[src/rtl/imm_issue_ctrl_pkg.sv]
// Shared opcode constants, immediate class encodings and opcode decode for the
// immediate issue path and the main control unit.
package imm_issue_ctrl_pkg;

    typedef enum logic [1:0] {
        IMM_B  = 2'b00,
        IMM_I  = 2'b01,
        IMM_D  = 2'b10,
        IMM_CB = 2'b11
    } imm_class_e;

    typedef enum logic {
        OUT_EMPTY = 1'b0,
        OUT_FULL  = 1'b1
    } out_state_e;

    typedef struct packed {
        logic       illegal;
        imm_class_e cls;
    } decode_t;

    localparam logic [10:0] OP_LDUR = 11'b11111000010;
    localparam logic [10:0] OP_STUR = 11'b11111000000;
    localparam logic [7:0]  OP_CBZ  = 8'b10110100;
    localparam logic [7:0]  OP_CBNZ = 8'b10110101;
    localparam logic [5:0]  OP_B    = 6'b000101;
    localparam logic [5:0]  OP_BL   = 6'b100101;
    localparam logic [9:0]  OP_ADDI = 10'b1001000100;
    localparam logic [9:0]  OP_SUBI = 10'b1101000100;
    localparam logic [9:0]  OP_ANDI = 10'b1001001000;
    localparam logic [9:0]  OP_ORRI = 10'b1011001000;

    // op is instruction bits [31:21]; shorter opcodes compare against its top bits.
    function automatic decode_t decode_opcode(logic [10:0] op);
        decode_t d;
        d.illegal = 1'b0;
        d.cls     = IMM_B;
        if (op == OP_LDUR || op == OP_STUR) begin
            d.cls = IMM_D;
        end else if (op[10:3] == OP_CBZ || op[10:3] == OP_CBNZ) begin
            d.cls = IMM_CB;
        end else if (op[10:5] == OP_B || op[10:5] == OP_BL) begin
            d.cls = IMM_B;
        end else if (op[10:1] == OP_ADDI || op[10:1] == OP_SUBI ||
                     op[10:1] == OP_ANDI || op[10:1] == OP_ORRI) begin
            d.cls = IMM_I;
        end else begin
            d.illegal = 1'b1;
        end
        return d;
    endfunction

endpackage

[src/rtl/imm_issue_ctrl_if.sv]
// Instruction-in / immediate-out handshake bundle of the immediate issue block.
interface imm_issue_ctrl_if #(
    parameter int unsigned CNT_W = 8
);
    logic [31:0]      InstrIn;
    logic             InValid;
    logic             InReady;
    logic [63:0]      ImmOut;
    logic [1:0]       ImmCtrl;
    logic             Illegal;
    logic             OutValid;
    logic             OutReady;
    logic [CNT_W-1:0] IllegalCount;

    modport master (
        output InstrIn, InValid, OutReady,
        input  InReady, ImmOut, ImmCtrl, Illegal, OutValid, IllegalCount
    );

    modport slave (
        input  InstrIn, InValid, OutReady,
        output InReady, ImmOut, ImmCtrl, Illegal, OutValid, IllegalCount
    );
endinterface

[src/rtl/imm_issue_ctrl_sign_ext.sv]
// SignExtender: builds the 64-bit immediate from the low 26 instruction bits
// according to the decoded immediate class.
module SignExtender
    import imm_issue_ctrl_pkg::*;
(
    input  logic [25:0] imm26,
    input  imm_class_e  ctrl,
    output logic [63:0] imm
);

    // Bit 24 is not part of any immediate field.
    logic unused_bit24;
    assign unused_bit24 = imm26[24];

    // Branch form keeps Imm26[22:0] at [24:2]; everything above is sign fill.
    always_comb begin
        imm = '0;
        case (ctrl)
            IMM_B:   imm = {{39{imm26[25]}}, imm26[22:0], 2'b00};
            IMM_I:   imm = {52'd0, imm26[21:10]};
            IMM_D:   imm = {{55{imm26[20]}}, imm26[20:12]};
            IMM_CB:  imm = {{43{imm26[23]}}, imm26[23:5], 2'b00};
            default: imm = '0;
        endcase
    end

endmodule

[src/rtl/imm_issue_ctrl.sv]
// Immediate issue control: decodes the fetched word, extends its immediate and
// holds the result in a one-entry output register with a saturating illegal count.
module imm_issue_ctrl #(
    parameter int unsigned CNT_W = 8
) (
    input logic              Clk,
    input logic              Reset,
    imm_issue_ctrl_if.slave  io
);
    import imm_issue_ctrl_pkg::*;

    out_state_e       state;
    logic [63:0]      imm_q;
    imm_class_e       ctrl_q;
    logic             illegal_q;
    logic [CNT_W-1:0] cnt_q;

    decode_t          dec;
    logic [63:0]      ext_imm;
    logic             in_ready;
    logic             accept;

    assign dec = decode_opcode(io.InstrIn[31:21]);

    SignExtender u_sign_ext (
        .imm26 (io.InstrIn[25:0]),
        .ctrl  (dec.cls),
        .imm   (ext_imm)
    );

    assign in_ready = (state == OUT_EMPTY) || io.OutReady;
    assign accept   = io.InValid && in_ready;

    always_ff @(posedge Clk) begin
        if (Reset) begin
            state     <= OUT_EMPTY;
            imm_q     <= '0;
            ctrl_q    <= IMM_B;
            illegal_q <= 1'b0;
            cnt_q     <= '0;
        end else begin
            if (accept) begin
                state     <= OUT_FULL;
                illegal_q <= dec.illegal;
                imm_q     <= dec.illegal ? '0 : ext_imm;
                ctrl_q    <= dec.illegal ? IMM_B : dec.cls;
                if (dec.illegal && cnt_q != '1) begin
                    cnt_q <= cnt_q + 1'b1;
                end
            end else if (state == OUT_FULL && io.OutReady) begin
                state <= OUT_EMPTY;
            end
        end
    end

    assign io.InReady      = in_ready;
    assign io.OutValid     = (state == OUT_FULL);
    assign io.ImmOut       = imm_q;
    assign io.ImmCtrl      = ctrl_q;
    assign io.Illegal      = illegal_q;
    assign io.IllegalCount = cnt_q;

endmodule

[src/flat_wrapper.sv]
// flat-port wrapper written by rule: the top's interface ports become plain ports
module imm_issue_ctrl_flat import imm_issue_ctrl_pkg::*;
#(
    parameter int unsigned CNT_W = 8
)
  (Clk, Reset, io_InstrIn, io_InValid, io_OutReady, io_InReady, io_ImmOut, io_ImmCtrl, io_Illegal, io_OutValid, io_IllegalCount);
  imm_issue_ctrl_if #(.CNT_W(CNT_W)) io_i ();
  input logic Clk;
  input logic Reset;
  input wire logic [$bits(io_i.InstrIn)-1:0] io_InstrIn;
  input wire logic [$bits(io_i.InValid)-1:0] io_InValid;
  input wire logic [$bits(io_i.OutReady)-1:0] io_OutReady;
  output wire logic [$bits(io_i.InReady)-1:0] io_InReady;
  output wire logic [$bits(io_i.ImmOut)-1:0] io_ImmOut;
  output wire logic [$bits(io_i.ImmCtrl)-1:0] io_ImmCtrl;
  output wire logic [$bits(io_i.Illegal)-1:0] io_Illegal;
  output wire logic [$bits(io_i.OutValid)-1:0] io_OutValid;
  output wire logic [$bits(io_i.IllegalCount)-1:0] io_IllegalCount;
  assign io_i.InstrIn = io_InstrIn;
  assign io_i.InValid = io_InValid;
  assign io_i.OutReady = io_OutReady;
  assign io_InReady = io_i.InReady;
  assign io_ImmOut = io_i.ImmOut;
  assign io_ImmCtrl = io_i.ImmCtrl;
  assign io_Illegal = io_i.Illegal;
  assign io_OutValid = io_i.OutValid;
  assign io_IllegalCount = io_i.IllegalCount;
  imm_issue_ctrl #(.CNT_W(CNT_W)) u_core (.Clk(Clk), .Reset(Reset), .io(io_i));
endmodule
[config.mk]
export PLATFORM = sky130hd
export DESIGN_NAME = imm_issue_ctrl_flat
export DESIGN_NICKNAME = d
export VERILOG_FILES = /design/src/rtl/imm_issue_ctrl_pkg.sv /design/src/rtl/imm_issue_ctrl_if.sv /design/src/rtl/imm_issue_ctrl_sign_ext.sv /design/src/rtl/imm_issue_ctrl.sv /design/src/flat_wrapper.sv
export SDC_FILE = /design/constraint.sdc
export NUM_CORES = 1
export LEC_CHECK = 0
export ABC_AREA = 1
export CELL_PAD_IN_SITES_DETAIL_PLACEMENT = 1
export CELL_PAD_IN_SITES_GLOBAL_PLACEMENT = 2
export CORE_AREA = 2 2 121 123
export DETAILED_ROUTE_END_ITERATION = 16
export DIE_AREA = 0 0 123 125
export PLACE_DENSITY_LB_ADDON = 0.08
export SYNTH_ARGS = -nofsm -noshare
export SYNTH_HDL_FRONTEND = slang
export SYNTH_SLANG_ARGS = --single-unit
[constraint.sdc]
create_clock -name Clk -period 1.49 [get_ports Clk]
set_input_delay 0.3725 -clock Clk [delete_from_list [all_inputs] [get_ports Clk]]
set_output_delay 0.3725 -clock Clk [all_outputs]
set_load 0.02 [all_outputs]
==> out/qor.txt <==
1st-pass router iterations: 4
final worst slack: 42.7 ps
hold_sp: u_core.io.ImmOut[6]$_SDFFE_PP0P_
vias per inst: 4.13
Detailed Route Iter0 Violations: 136
insertion delay to the later sink of the worst-skew pair: 290 ps
fin nets: 575
CTS tree: yes
largest net degree at the start of global routing: 41
Die Area: 0.0154 mm2
Worst-Margin Slew: 261 ps
# hold bufs at CTS: 0
row cnt: 44
r2r endpoint: u_core.io.IllegalCount[7]$_SDFFE_PP0P_
CP arrival: 1070 ps
Net Count, Synth: 445
fmax: 0.691 GHz
Routed WL: 10.4 mm
placer congestion estimate: 0.803
mapped cell area: 0.00261 mm2
clk_skew: 6.00 ps
WP data required: 1120 ps
min-delay worst type: reg2reg
Inst Count DP: 694
Worst R2R Path Depth: 8
Clock Pin Slew Worst Setup and Hold Paths: 60 ps
Fin. Hold Viols: 0
Worst Hold Path EP: u_core.io.ImmOut[6]$_SDFFE_PP0P_
fin crit share: 97.1%
WL per Instance: 14.3 um
vias after detailed routing: 2984
Clock Path Buffers: 2
Mapped Avg Cell Area: 6.39 um2
Yosys cell types: 28
vias in the first global route: 2998
dpl ws: -774 ps
worst r2r src: u_core.io.IllegalCount[0]$_SDFFE_PP0P_
synthesized instance count: 408
Final setup violation count: 0
Power Density: 609 mW/mm2
Fillers: 1756
dpl hpwl: 7.68 mm
initial antenna violation count: 0
leakage: 2.13 nW
DRC Markers: 0
core area: 0.0142 mm2
unrepaired setup endpoints after global routing: yes
Post-DP Area: 0.00394 mm2
outcome: complete, no violations
CP Class: reg2out
Max-slew headroom: 82.6%
first-pass GRT wire length: 16.0 mm
Post-Layout Cell Count: 723
startpoint types: flip-flop
largest vdd supply drop: 341 uV
Die H: 125 um
Yosys Warn Count: 0
H-Tree Depth: 2
diodes inserted: 0
Final Max Tran Viols: 0
# Max-Cap Violations: 0
Clock Sink Count: 38
Starting Density: 18.4%
Synth-to-Final Area Change: 76.9%
Routed Antenna Nets: 0
Crit Path Max Fanout: 40
port bufs: 112
share of cells above drive strength 1: 40.1%
CP Capture Type: output port
sequential area share after synthesis: 29.2%
die width: 123 um
Root Buffer Master: clkbuf_16
post-layout min period: 1450 ps
Hold Path Depth: 2
design area: 0.00461 mm2
FF-to-FF setup slack: 130 ps
GRT Overall Usage: 13.5%
Ports: 113
#FFs+latches synth: 38
cts bufs inserted: 5
grt ovf: 0
## repair_timing
| item | in CTS | in global routing |
|---|---|---|
| gates cloned | 4 | 0 |
| hold endpoints to repair | 0 | 0 |
| buffers inserted | 16 | 3 |
| pin swaps | 30 | 29 |
| gates resized for setup | 278 | 71 |
| setup endpoints to repair | 113 | 78 |
## final cells by class
cell class / instances / area, um2 / share of cell area, %
repair buffers: 177 / 1630 / 35.4
multi-input cells: 265 / 1620 / 35.1
flip-flops and latches: 38 / 762 / 16.5
well taps: 184 / 230 / 4.99
inverters: 51 / 204 / 4.42
clock buffers: 5 / 125 / 2.71
clock inverters: 3 / 40.0 / 0.868
## cells in the final DEF, fill, tap and decap left out, types with 12 or more instances in the layout
cell type	n
buf_6	12
nand2_1	115
clkdlybuf4s15_2	19
inv_1	38
buf_2	26
nand3_2	27
a21oi_1	23
clkdlybuf4s50_1	22
dlygate4sd2_1	33
nand3_1	19
dfxtp_1	37
nor2_1	12
buf_4	48
## routing by layer
layer  wire, um  global-route usage (%)  up-vias
met5          0                       0        -
met3        482                    2.28        8
li1           -                       -     1501
met2       5090                    23.5       86
met1       4650                    17.0     1389
met4        139                    3.54        0
## critical path, stage by stage, from the launching register on
cell and delay (ps):
dfxtp_2 330, buf_12 160, clkdlybuf4s15_2 280
## how the worst max path moves through the flow
stage                                            from                                endpoint  slack (ps)
2_1_floorplan  u_core.io.IllegalCount[1]$_SDFFE_PP0P_  u_core.io.IllegalCount[1]$_SDFFE_PP0P_          20
3_3_place_gp                           io_InstrIn[28]       u_core.io.ImmOut[10]$_SDFFE_PP0P_        -780
3_5_place_dp                           io_InstrIn[28]       u_core.io.ImmOut[10]$_SDFFE_PP0P_        -770
4_1_cts                                io_InstrIn[28]  u_core.io.IllegalCount[3]$_SDFFE_PP0P_           2
5_1_grt                                io_InstrIn[27]       u_core.io.ImmOut[14]$_SDFFE_PP0P_         -20
6_report            u_core.io.ImmOut[62]$_SDFFE_PP0P_                           io_ImmOut[47]          40
## power breakdown
part / internal (mW) / switching [mW] / leakage, nW / total, mW
combinational: 0.239 / 0.294 / 1.74 / 0.533
clock: 0.784 / 0.448 / 0.0836 / 1.23
sequential: 1.03 / 0.00980 / 0.308 / 1.04
## state kept, by name (all words and copies together) (netlist names)
register and flops:
u_core.io.ImmCtrl 2, u_core.io.IllegalCount 8, u_core.io.OutValid 1, u_core.io.Illegal 1
u_core.io.ImmOut 26
## per-stage QoR
step                total power [mW]  hold slack (ps)  setup TNS (ps)  util, %
global route                    2.94              485           -48.5     32.5
floorplan                       1.27              541               0        -
global placement                1.55              455          -25530     27.7
detailed placement              1.55              458          -25830     27.7
finish                          2.81              460               0     32.5
CTS                             2.84              465               0     32.4
## kinds of logic after synthesis
family	after synthesis	share of synthesized area, %
simple gates	214	37.0
buf+inv	105	22.7
compound gates	44	8.68
flops	38	29.2
xor+xnor	6	2.01
fa+ha+maj	1	0.480
## Yosys cell counts
| cell | number | area, um2 |
|---|---|---|
| nand2_4 | 2 | 22.5 |
| inv_1 | 42 | 158 |
| o22ai_1 | 2 | 12.5 |
| nor2_1 | 20 | 75.1 |
| nand3_2 | 2 | 20.0 |
| inv_2 | 8 | 30.0 |
| nand2_1 | 125 | 469 |
| buf_2 | 3 | 15.0 |
| nand4_1 | 1 | 6.26 |
| buf_1 | 2 | 7.51 |
| clkbuf_1 | 4 | 15.0 |
| nor2_8 | 2 | 40.0 |
| o211ai_1 | 1 | 7.51 |
| inv_4 | 1 | 6.26 |
| nor2_2 | 3 | 18.8 |
| xor2_1 | 3 | 26.3 |
| a31oi_1 | 1 | 6.26 |
| nand2_2 | 4 | 25.0 |
| o21ai_0 | 5 | 25.0 |
| ha_1 | 1 | 12.5 |
| xnor2_1 | 3 | 26.3 |
| nor2_4 | 2 | 22.5 |
| nand3_1 | 49 | 245 |
| a21oi_1 | 35 | 175 |
| nor3_1 | 4 | 20.0 |
| dfxtp_1 | 38 | 761 |
| buf_6 | 6 | 67.6 |
| buf_4 | 39 | 293 |
Power figures use the tool's default switching activity.
